==> src/rtl/vga_text_pkg.sv <==
// vga_text_pkg: shared text-mode geometry and arbiter state/grant encodings.
package vga_text_pkg;
    localparam int TEXT_COLS   = 80;
    localparam int TEXT_ROWS   = 60;
    localparam int TEXT_DEPTH  = TEXT_COLS * TEXT_ROWS;
    localparam int TEXT_ADDR_W = 13;
    typedef enum logic {WB_EMPTY, WB_FULL} wb_state_t;
    typedef enum logic [1:0] {GNT_NONE, GNT_DISP, GNT_WB, GNT_CPU_RD} grant_t;
endpackage

==> src/rtl/text_wr_buffer.sv <==
// text_wr_buffer: one-entry posted CPU write buffer; out-of-range writes are dropped.
module text_wr_buffer
    import vga_text_pkg::*;
#(
    parameter int DEPTH      = TEXT_DEPTH,
    parameter int ADDR_WIDTH = TEXT_ADDR_W
) (
    input  logic                  clk,
    input  logic                  reset,
    input  logic                  disp_req,
    input  logic                  wr_accept,
    input  logic [ADDR_WIDTH-1:0] wr_addr,
    input  logic [7:0]            wr_data,
    output logic                  full,
    output logic                  wr_ready,
    output logic [ADDR_WIDTH-1:0] buf_addr,
    output logic [7:0]            buf_data
);
    wb_state_t state, state_nxt;
    logic      load, drain;
    always_comb begin
        full      = state == WB_FULL;
        drain     = full && !disp_req;
        wr_ready  = !full || !disp_req;
        load      = wr_accept && (32'(wr_addr) < 32'(DEPTH));
        state_nxt = load ? WB_FULL : (drain ? WB_EMPTY : state);
    end
    always_ff @(posedge clk) begin
        if (reset) begin
            state    <= WB_EMPTY;
            buf_addr <= '0;
            buf_data <= '0;
        end else begin
            state <= state_nxt;
            if (load) begin
                buf_addr <= wr_addr;
                buf_data <= wr_data;
            end
        end
    end
endmodule

==> src/rtl/text_mem_arbiter.sv <==
// text_mem_arbiter: shares the text RAM port between display fetches (top priority),
// posted CPU writes and stalled CPU reads.
module text_mem_arbiter
    import vga_text_pkg::*;
#(
    parameter int DEPTH        = TEXT_DEPTH,
    parameter int ADDR_WIDTH   = TEXT_ADDR_W,
    parameter int STARVE_LIMIT = 16
) (
    input  logic                  clk,
    input  logic                  reset,
    input  logic                  disp_req,
    input  logic [ADDR_WIDTH-1:0] disp_addr,
    output logic                  disp_valid,
    output logic [7:0]            disp_data,
    input  logic                  cpu_req,
    input  logic                  cpu_write,
    input  logic [ADDR_WIDTH-1:0] cpu_addr,
    input  logic [7:0]            cpu_wdata,
    output logic                  cpu_ready,
    output logic                  cpu_rvalid,
    output logic [7:0]            cpu_rdata,
    output logic                  cpu_starved,
    output logic [ADDR_WIDTH-1:0] ram_addr,
    output logic                  ram_we,
    output logic [7:0]            ram_wdata,
    input  logic [7:0]            ram_rdata
);
    localparam int CW = $clog2(STARVE_LIMIT + 1);
    logic                  wb_full, wb_ready, wr_accept, rd_accept, rd_oor, blocked;
    logic                  disp_p1, rd_p1, rd_oor_p1;
    logic [ADDR_WIDTH-1:0] wb_addr, last_addr;
    logic [7:0]            wb_data;
    logic [CW-1:0]         starve_cnt;
    grant_t                grant;
    text_wr_buffer #(.DEPTH(DEPTH), .ADDR_WIDTH(ADDR_WIDTH)) u_wr_buffer (
        .clk       (clk),
        .reset     (reset),
        .disp_req  (disp_req),
        .wr_accept (wr_accept),
        .wr_addr   (cpu_addr),
        .wr_data   (cpu_wdata),
        .full      (wb_full),
        .wr_ready  (wb_ready),
        .buf_addr  (wb_addr),
        .buf_data  (wb_data)
    );
    // Reads wait for an empty buffer so they always observe earlier posted writes.
    always_comb begin
        cpu_ready = cpu_write ? wb_ready : (!disp_req && !wb_full);
        wr_accept = cpu_req && cpu_write && cpu_ready;
        rd_accept = cpu_req && !cpu_write && cpu_ready;
        blocked   = cpu_req && !cpu_ready;
        rd_oor    = 32'(cpu_addr) >= 32'(DEPTH);
        grant     = disp_req ? GNT_DISP : wb_full ? GNT_WB : rd_accept ? GNT_CPU_RD : GNT_NONE;
        ram_we    = grant == GNT_WB;
        ram_wdata = wb_data;
        ram_addr  = grant == GNT_DISP   ? disp_addr :
                    grant == GNT_WB     ? wb_addr   :
                    grant == GNT_CPU_RD ? cpu_addr  : last_addr;
    end
    always_ff @(posedge clk) begin
        if (reset) begin
            last_addr   <= '0;
            disp_p1     <= 1'b0;
            rd_p1       <= 1'b0;
            rd_oor_p1   <= 1'b0;
            disp_valid  <= 1'b0;
            cpu_rvalid  <= 1'b0;
            disp_data   <= '0;
            cpu_rdata   <= '0;
            starve_cnt  <= '0;
            cpu_starved <= 1'b0;
        end else begin
            last_addr  <= ram_addr;
            disp_p1    <= disp_req;
            rd_p1      <= rd_accept;
            rd_oor_p1  <= rd_oor;
            disp_valid <= disp_p1;
            cpu_rvalid <= rd_p1;
            if (disp_p1) disp_data <= ram_rdata;
            if (rd_p1) cpu_rdata <= rd_oor_p1 ? 8'h00 : ram_rdata;
            starve_cnt <= !blocked ? '0 :
                          (starve_cnt == CW'(STARVE_LIMIT)) ? starve_cnt : starve_cnt + 1'b1;
            if (blocked && starve_cnt == CW'(STARVE_LIMIT - 1)) cpu_starved <= 1'b1;
        end
    end
endmodule

==> config.mk <==
export PLATFORM = sky130hd
export DESIGN_NAME = text_mem_arbiter
export DESIGN_NICKNAME = d
export VERILOG_FILES = /design/src/rtl/vga_text_pkg.sv /design/src/rtl/text_wr_buffer.sv /design/src/rtl/text_mem_arbiter.sv
export SDC_FILE = /design/constraint.sdc
export NUM_CORES = 1
export LEC_CHECK = 0
export ABC_AREA = 1
export CORE_ASPECT_RATIO = 0.7
export CORE_MARGIN = 2
export CORE_UTILIZATION = 48
export CTS_BUF_LIST = sky130_fd_sc_hd__clkbuf_4
export CTS_CLUSTER_DIAMETER = 60
export DETAILED_ROUTE_END_ITERATION = 12
export GPL_TIMING_DRIVEN = 0
export PLACE_DENSITY = 0.89
export SLEW_MARGIN = 30
export SYNTH_ARGS = -nofsm -noshare
export SYNTH_HDL_FRONTEND = slang
export SYNTH_SLANG_ARGS = --single-unit
==> constraint.sdc <==
create_clock -name clk -period 1.3 [get_ports clk]
set_input_delay 0.26 -clock clk [delete_from_list [all_inputs] [get_ports clk]]
set_output_delay 0.26 -clock clk [all_outputs]
set_load 0.005 [all_outputs]
# Word level (Yosys, flattened, before mapping)
# Index checks and enable logic that the tools add are counted.
dict set report word_totals {
  register_bits 62
  input_bits 47
  out_inout_bits 42
  elab_cells 48
}
dict set report op_classes {
  add_sub_neg 1
  magnitude_cmp 2
  eq_ne 5
  mux 10
  bitwise_logic 1
  reduce_logical 16
}
# operator n
set ops {}
lappend ops {{13-bit 2-to-1 mux} 3}
lappend ops {{13-bit >= comparator, second input constant} 1}
lappend ops {{13-bit less-than comparator, second input constant} 1}
lappend ops {{1-bit logical AND} 9}
lappend ops {{8-bit 2-to-1 mux} 1}
lappend ops {{2-bit 2-to-1 mux} 3}
lappend ops {{5-bit by 1-bit adder with 5-bit output, second input constant} 1}
lappend ops {{5-bit by 4-bit equality test with 1-bit output, second input constant} 1}
lappend ops {{5-bit equality test, second input constant} 1}
lappend ops {{2-bit equality test, second input constant} 2}
lappend ops {{1-bit logical NOT} 4}
lappend ops {{1-bit 2-to-1 mux} 3}
lappend ops {{2-bit by 1-bit equality test with 1-bit output, second input constant} 1}
lappend ops {{2-bit nonzero test} 1}
lappend ops {{2-bit OR reduction} 1}
lappend ops {{1-bit logical OR} 1}
lappend ops {{1-bit inverter} 1}

# Longest topological paths before layout
dict set report logic_depth {
  depth_word 11
  ltp_mapped 9
}

# Hierarchy
# Synthesis repeated with hierarchy kept, for this count alone.
dict set report hier_totals {
  hier_cells 421
  hier_area_um2 3066.7
}
# mod instances cells_per_inst area_per_inst_um2
set modules_own_cells {}
lappend modules_own_cells {text_mem_arbiter 1 271 1995.7}
lappend modules_own_cells {text_wr_buffer 1 150 1071.0}

# Worst setup path before layout
# OpenSTA, ideal clock, no wires.
dict set report synth_timing {
  path_type {input to output}
  start {input port disp_req}
  end {output port ram_addr[10]}
  t_arrival_ns 0.945
  slack_ns 0.095
  path_stages 5
  n_path_buf 2
  path_cell_list {buf_6 -> nor2_1 -> buf_6 -> o211ai_1 -> nand2_1}
}
dict set report synth_via {
  elab_chain_cells 11
}
# item line
set synth_lines {}
lappend synth_lines {{from (decl)} text_mem_arbiter.sv:12} ;# input logic disp_req,
lappend synth_lines {{1-bit logical NOT} {text_wr_buffer.sv:24, text_mem_arbiter.sv:50}}
lappend synth_lines {{1-bit logical AND / 1-bit logical OR (equally long branches)} {text_mem_arbiter.sv:50, text_wr_buffer.sv:24}}
lappend synth_lines {{1-bit 2-to-1 mux} text_mem_arbiter.sv:50} ;# cpu_ready = cpu_write ? wb_ready : (!disp_req && !wb_full);
lappend synth_lines {{1-bit logical AND} text_mem_arbiter.sv:52} ;# rd_accept = cpu_req && !cpu_write && cpu_ready;
lappend synth_lines {{2-bit 2-to-1 mux (2 in a row)} text_mem_arbiter.sv:55} ;# grant = disp_req ? GNT_DISP : wb_full ? GNT_WB : rd_accept ? GNT_CPU_RD : GNT_NONE;
lappend synth_lines {{2-bit 2-to-1 mux *} text_mem_arbiter.sv:55}
lappend synth_lines {{2-bit equality test} text_mem_arbiter.sv:60} ;# grant == GNT_CPU_RD ? cpu_addr : last_addr;
lappend synth_lines {{13-bit 2-to-1 mux} text_mem_arbiter.sv:60}
lappend synth_lines {{13-bit 2-to-1 mux} text_mem_arbiter.sv:59} ;# grant == GNT_WB ? wb_addr :
lappend synth_lines {{13-bit 2-to-1 mux *} text_mem_arbiter.sv:58} ;# ram_addr = grant == GNT_DISP ? disp_addr :
lappend synth_lines {{to (decl)} text_mem_arbiter.sv:24} ;# output logic [ADDR_WIDTH-1:0] ram_addr,
# Mark *: on every way between the ends. The rest lies on a longest branch, timed or not.

# Final worst setup path
dict set report layout_timing {
  start {register u_wr_buffer.state, in the netlist u_wr_buffer.full}
  end {output port ram_addr[5]}
}
dict set report layout_via {
  elab_chain_cells 11
}
# item line
set layout_lines {}
lappend layout_lines {{from (decl)} text_wr_buffer.sv:19} ;# wb_state_t state, state_nxt;
lappend layout_lines {{from (signal assigned)} text_wr_buffer.sv:34} ;# state <= state_nxt;
lappend layout_lines {{1-bit logical NOT} {text_wr_buffer.sv:24, text_mem_arbiter.sv:50}}
lappend layout_lines {{1-bit logical AND / 1-bit logical OR (equally long branches)} {text_mem_arbiter.sv:50, text_wr_buffer.sv:24}}
lappend layout_lines {{1-bit 2-to-1 mux} text_mem_arbiter.sv:50}
lappend layout_lines {{1-bit logical AND} text_mem_arbiter.sv:52}
lappend layout_lines {{2-bit 2-to-1 mux} text_mem_arbiter.sv:55}
lappend layout_lines {{2-bit 2-to-1 mux * (2 in a row)} text_mem_arbiter.sv:55}
lappend layout_lines {{2-bit equality test} text_mem_arbiter.sv:60}
lappend layout_lines {{13-bit 2-to-1 mux} text_mem_arbiter.sv:60}
lappend layout_lines {{13-bit 2-to-1 mux} text_mem_arbiter.sv:59}
lappend layout_lines {{13-bit 2-to-1 mux *} text_mem_arbiter.sv:58}
# Marks and branches as above.

==> results.md <==
- The run finished, with violations left.
- The final reports fail on design-rule violations, negative setup slack.
- The cell area after technology mapping is 0.00289 mm2.
- The worst-case IR drop observed on VDD is 711 uV.
- The critical setup path kind is reg2out.
- The largest clock skew in the final design is 0.0174 ns.
- In this run the core area contains 23 standard-cell rows.
- The via count of the first global-routing pass was 3704.
- The clock tree synthesis step divided the H-tree into 3 levels.
- At the worst endpoint, the arrival time is between 1.5 and 2 ns.
- The cell at the root of the clock tree is sky130_fd_sc_hd__clkbuf_4.
- The finished cells cover 0.00471 mm2.
- The setup slack at placement is -1.11 ns.
- At the pin with the least slew margin, the transition time is 0.371 ns.
- The routed layout has 3983 vias.
- The number of flip-flops and latches in the synthesized netlist is 62.
- The first global-routing pass estimated approximately 18 mm of wire.
- No sink is reached through more buffers than the 2 on the longest clock path.
- The synthesized net count is between 400 and 500.
- STA classifies the critical path endpoint as a primary output.
- The total of hold buffers inserted after clock tree synthesis is 0.
- The repair_antennas step left the layout with diodes totalling 0.
- The first-pass detailed-route iteration total is 11.
- Of the cells placed in the final design, the portion with a size suffix greater than 1 is 34.0%.
- The design draws ~4.8 mW.
- In this run the cell area measured after placement is 0.00385 mm2.
- TritonCTS built the clock tree.
- The area of the core is 0.00576 mm2.
- Measured against its own limit, the worst slew margin works out to 75.3%.
- The smallest clock period supported by the final layout is computed as 2.01 ns.
- The effective utilization at floorplan is 50.2%.
- The count of port buffers added during placement is slightly below 90.
- The area of the die is 0.00667 mm2.
- The initial antenna violation count is 0.
- The CTS buffer count is 9.
- The post-detailed-route wirelength per cell is 20.7 um.
- The final HPWL from detailed placement is roughly 6.0 mm.
- On the final layout, the worst hold slack is about 0.18 ns.
- The final count of pins violating max slew is 0.
- Summed over its instances, the top area cell type makes up 43.0% of the synthesized netlist area.
- The DRC violation count after routing is 1.
- The horizontal die dimension is 96.7 um.
- The number of synthesis warnings is 0.
- The required time at the endpoint of the critical path is 1.04 ns.
- Sorting the synthesized cells by area gives the leading types as sky130_fd_sc_hd__dfxtp_1 (43%), sky130_fd_sc_hd__nand2_1 (12%), sky130_fd_sc_hd__inv_1 (9.9%).
- The pin count of the biggest net entering global routing is 13.
- The tightest min-delay check is of the in2reg type.
- Yosys mapped the design onto 27 distinct sky130hd cell types.
- In this run the remaining antenna-violating nets after routing total 0.
- During I/O placement, the number of pins put on the boundary was 89.
- For this block, the routed nets add up to 13.5 mm of wire.
- Summed over all cells, the static leakage comes to between 2 and 2.5 nW.
- The count of filler cells inserted in the layout is 323.
- The worst path uses 155% of the clock period.
- Synthesis produced ~420 cells.
- Clock-pin slew was measured on the worst setup and hold paths at roughly 0.11 ns.
- The congestion estimate from routability-driven global placement came to 0.832.
- At the end of the flow, the number of nets in the layout was about 620.
- The final setup violation count is between 50 and 60.
- The cell type with the highest aggregate area in the netlist is sky130_fd_sc_hd__dfxtp_1.
- The count of endpoints failing hold in the final timing report is 0.
- Setup repair after global routing could not meet its margin everywhere.
- In this run, the number of DRC markers left after iteration 0 of detailed routing was 510.
- In the global route stage, overall resource usage came out at about a third.
- The top achievable clock speed is 498 MHz.
- The later-pin clock latency in the skew report is around 0.45 ns.
- The critical path startpoint category is a register.
- The area growth from synthesis to final layout is 63.0%.
- Counting every sink on the clock net gives 62.
- The tool flagged a number of max-cap violations equal to 0.
- The power per unit of standard cell area is slightly above 1000 mW/mm2.
- In this run the worst path has a maximum fanout of 5.
- In this run the vertical extent of the chip is 68.9 um.
- The sum of overflow across all layers after global routing is 0.
- Each instance of the synthesized netlist takes up on average 6.83 um2.
- The final worst setup slack is -0.710 ns.
- The per-cell via count in the routed design is about 6.1.
- Of the synthesized area, sequential elements account for 43.0%.
==> logic make-up after synthesis <==
kind of cell	count (synthesis)	synth area share, %
compound gates	71	13.4
xor+xnor	1	0.303
fa+ha+maj	3	1.30
buf+inv	109	15.7
flops	62	43.0
simple gates	177	26.3
==> worst paths after layout <==
path | endpoint | start | slack (ns) | cells after the start
min | disp_p1 | disp_req | 0.18 | 3
max | ram_addr[5] | u_wr_buffer.full | -0.71 | 7
min reg2reg | cpu_starved | cpu_starved | 0.50 | 2
max reg2reg | last_addr[1] | u_wr_buffer.full | -0.28 | 8
==> metal layers <==
layer | wire, um | track usage, % | share of wire (%) | vias up
met3 | 1690 | 11.5 | 12 | 125
li1 | - | - | - | 1612
met5 | 0 | 0 | 0 | -
met2 | 6010 | 60.3 | 45 | 447
met1 | 4740 | 36.3 | 35 | 1799
met4 | 1050 | 27.3 | 7.8 | 0
==> cell usage in the layout, fill, tap and decap left out, types with 2 or more instances in the layout <==
cell / netlist / layout
sky130_fd_sc_hd__nand2_1: 89 / 69
sky130_fd_sc_hd__nand3_4: 0 / 2
sky130_fd_sc_hd__nand4_1: 22 / 22
sky130_fd_sc_hd__nand3_1: 3 / 2
sky130_fd_sc_hd__nor2_1: 55 / 45
sky130_fd_sc_hd__clkbuf_4: 0 / 10
sky130_fd_sc_hd__o21ai_0: 30 / 18
sky130_fd_sc_hd__dfxtp_2: 0 / 27
sky130_fd_sc_hd__a21oi_4: 0 / 4
sky130_fd_sc_hd__nand2_4: 1 / 4
sky130_fd_sc_hd__buf_6: 4 / 23
sky130_fd_sc_hd__inv_2: 11 / 15
sky130_fd_sc_hd__dlygate4sd2_1: 0 / 12
sky130_fd_sc_hd__clkbuf_2: 1 / 5
sky130_fd_sc_hd__o211ai_1: 13 / 13
sky130_fd_sc_hd__ha_1: 3 / 3
sky130_fd_sc_hd__a21oi_1: 27 / 18
sky130_fd_sc_hd__clkinvlp_4: 0 / 2
sky130_fd_sc_hd__o21ai_1: 1 / 9
sky130_fd_sc_hd__clkinv_1: 2 / 2
sky130_fd_sc_hd__buf_8: 0 / 2
sky130_fd_sc_hd__bufinv_16: 0 / 2
sky130_fd_sc_hd__buf_4: 2 / 32
sky130_fd_sc_hd__o21ai_2: 0 / 3
sky130_fd_sc_hd__nor2_2: 1 / 8
sky130_fd_sc_hd__dfxtp_1: 62 / 34
sky130_fd_sc_hd__clkdlybuf4s15_1: 0 / 17
sky130_fd_sc_hd__nand2_2: 1 / 18
sky130_fd_sc_hd__inv_1: 76 / 72
sky130_fd_sc_hd__buf_2: 5 / 18
sky130_fd_sc_hd__nor2_4: 1 / 4
sky130_fd_sc_hd__clkbuf_8: 0 / 2
sky130_fd_sc_hd__clkdlybuf4s50_1: 0 / 43
sky130_fd_sc_hd__a21oi_2: 0 / 5
==> power by group <==
group          leakage (nW)  switching, mW  internal [mW]
combinational          1.65          0.594          0.527
sequential            0.521         0.0632           2.01
clock                0.0825          0.850          0.784
==> sequential cells by signal, indices dropped and copies added (netlist names) <==
register,flops
rd_p1,1
disp_data,8
starve_cnt,5
disp_valid,1
cpu_rdata,8
cpu_starved,1
u_wr_buffer.full,1
rd_oor_p1,1
u_wr_buffer.buf_addr,13
u_wr_buffer.buf_data,8
last_addr,13
cpu_rvalid,1
disp_p1,1
==> worst max-delay path, cell delays in order, from the launching register on <==
cell and delay (ns):
sky130_fd_sc_hd__dfxtp_4 0.39, sky130_fd_sc_hd__nor2_4 0.20, sky130_fd_sc_hd__buf_6 0.16, sky130_fd_sc_hd__buf_6 0.10
sky130_fd_sc_hd__buf_6 0.08, sky130_fd_sc_hd__o211ai_1 0.13, sky130_fd_sc_hd__nand2_1 0.12, sky130_fd_sc_hd__buf_2 0.12
==> synth_stat cells (all sizes together) <==
library cell,number
nand2,91
xor2,1
clkinv,2
ha,3
inv,87
o21ai,31
a21oi,27
nand3,5
nor3,1
o211ai,13
nor2,57
clkbuf,8
dfxtp,62
nand4,22
buf,12
nor4,1
==> final cells by class <==
type / instances / area (um2) / area share [%]
Sequential cell: 62 / 1280 / 27.2
Buffer: 20 / 168 / 3.56
Clock buffer: 9 / 67.6 / 1.43
Clock inverter: 7 / 97.6 / 2.07
Inverter: 89 / 334 / 7.09
Timing Repair Buffer: 137 / 1250 / 26.6
Tap cell: 75 / 93.8 / 1.99
Multi-Input combinational cell: 252 / 1420 / 30.1
==> metrics by stage <==
stage          cells  util [%]  TNS, ns
6_report         651      81.8   -12.83
5_1_grt          651      81.8   -14.86
4_1_cts          649      78.5    -7.94
3_5_place_dp     585      67.0   -36.40
3_3_place_gp     585      67.0   -34.49
2_1_floorplan    423         -        0
==> what timing repair did <==
item                                    4_1_cts  5_1_grt
buffers inserted                             49       14
gates resized for setup                     187       82
pin swaps                                    36       25
endpoints found under the setup margin       66       73
gates cloned                                  5        1
Power figures use the tool's default switching activity.
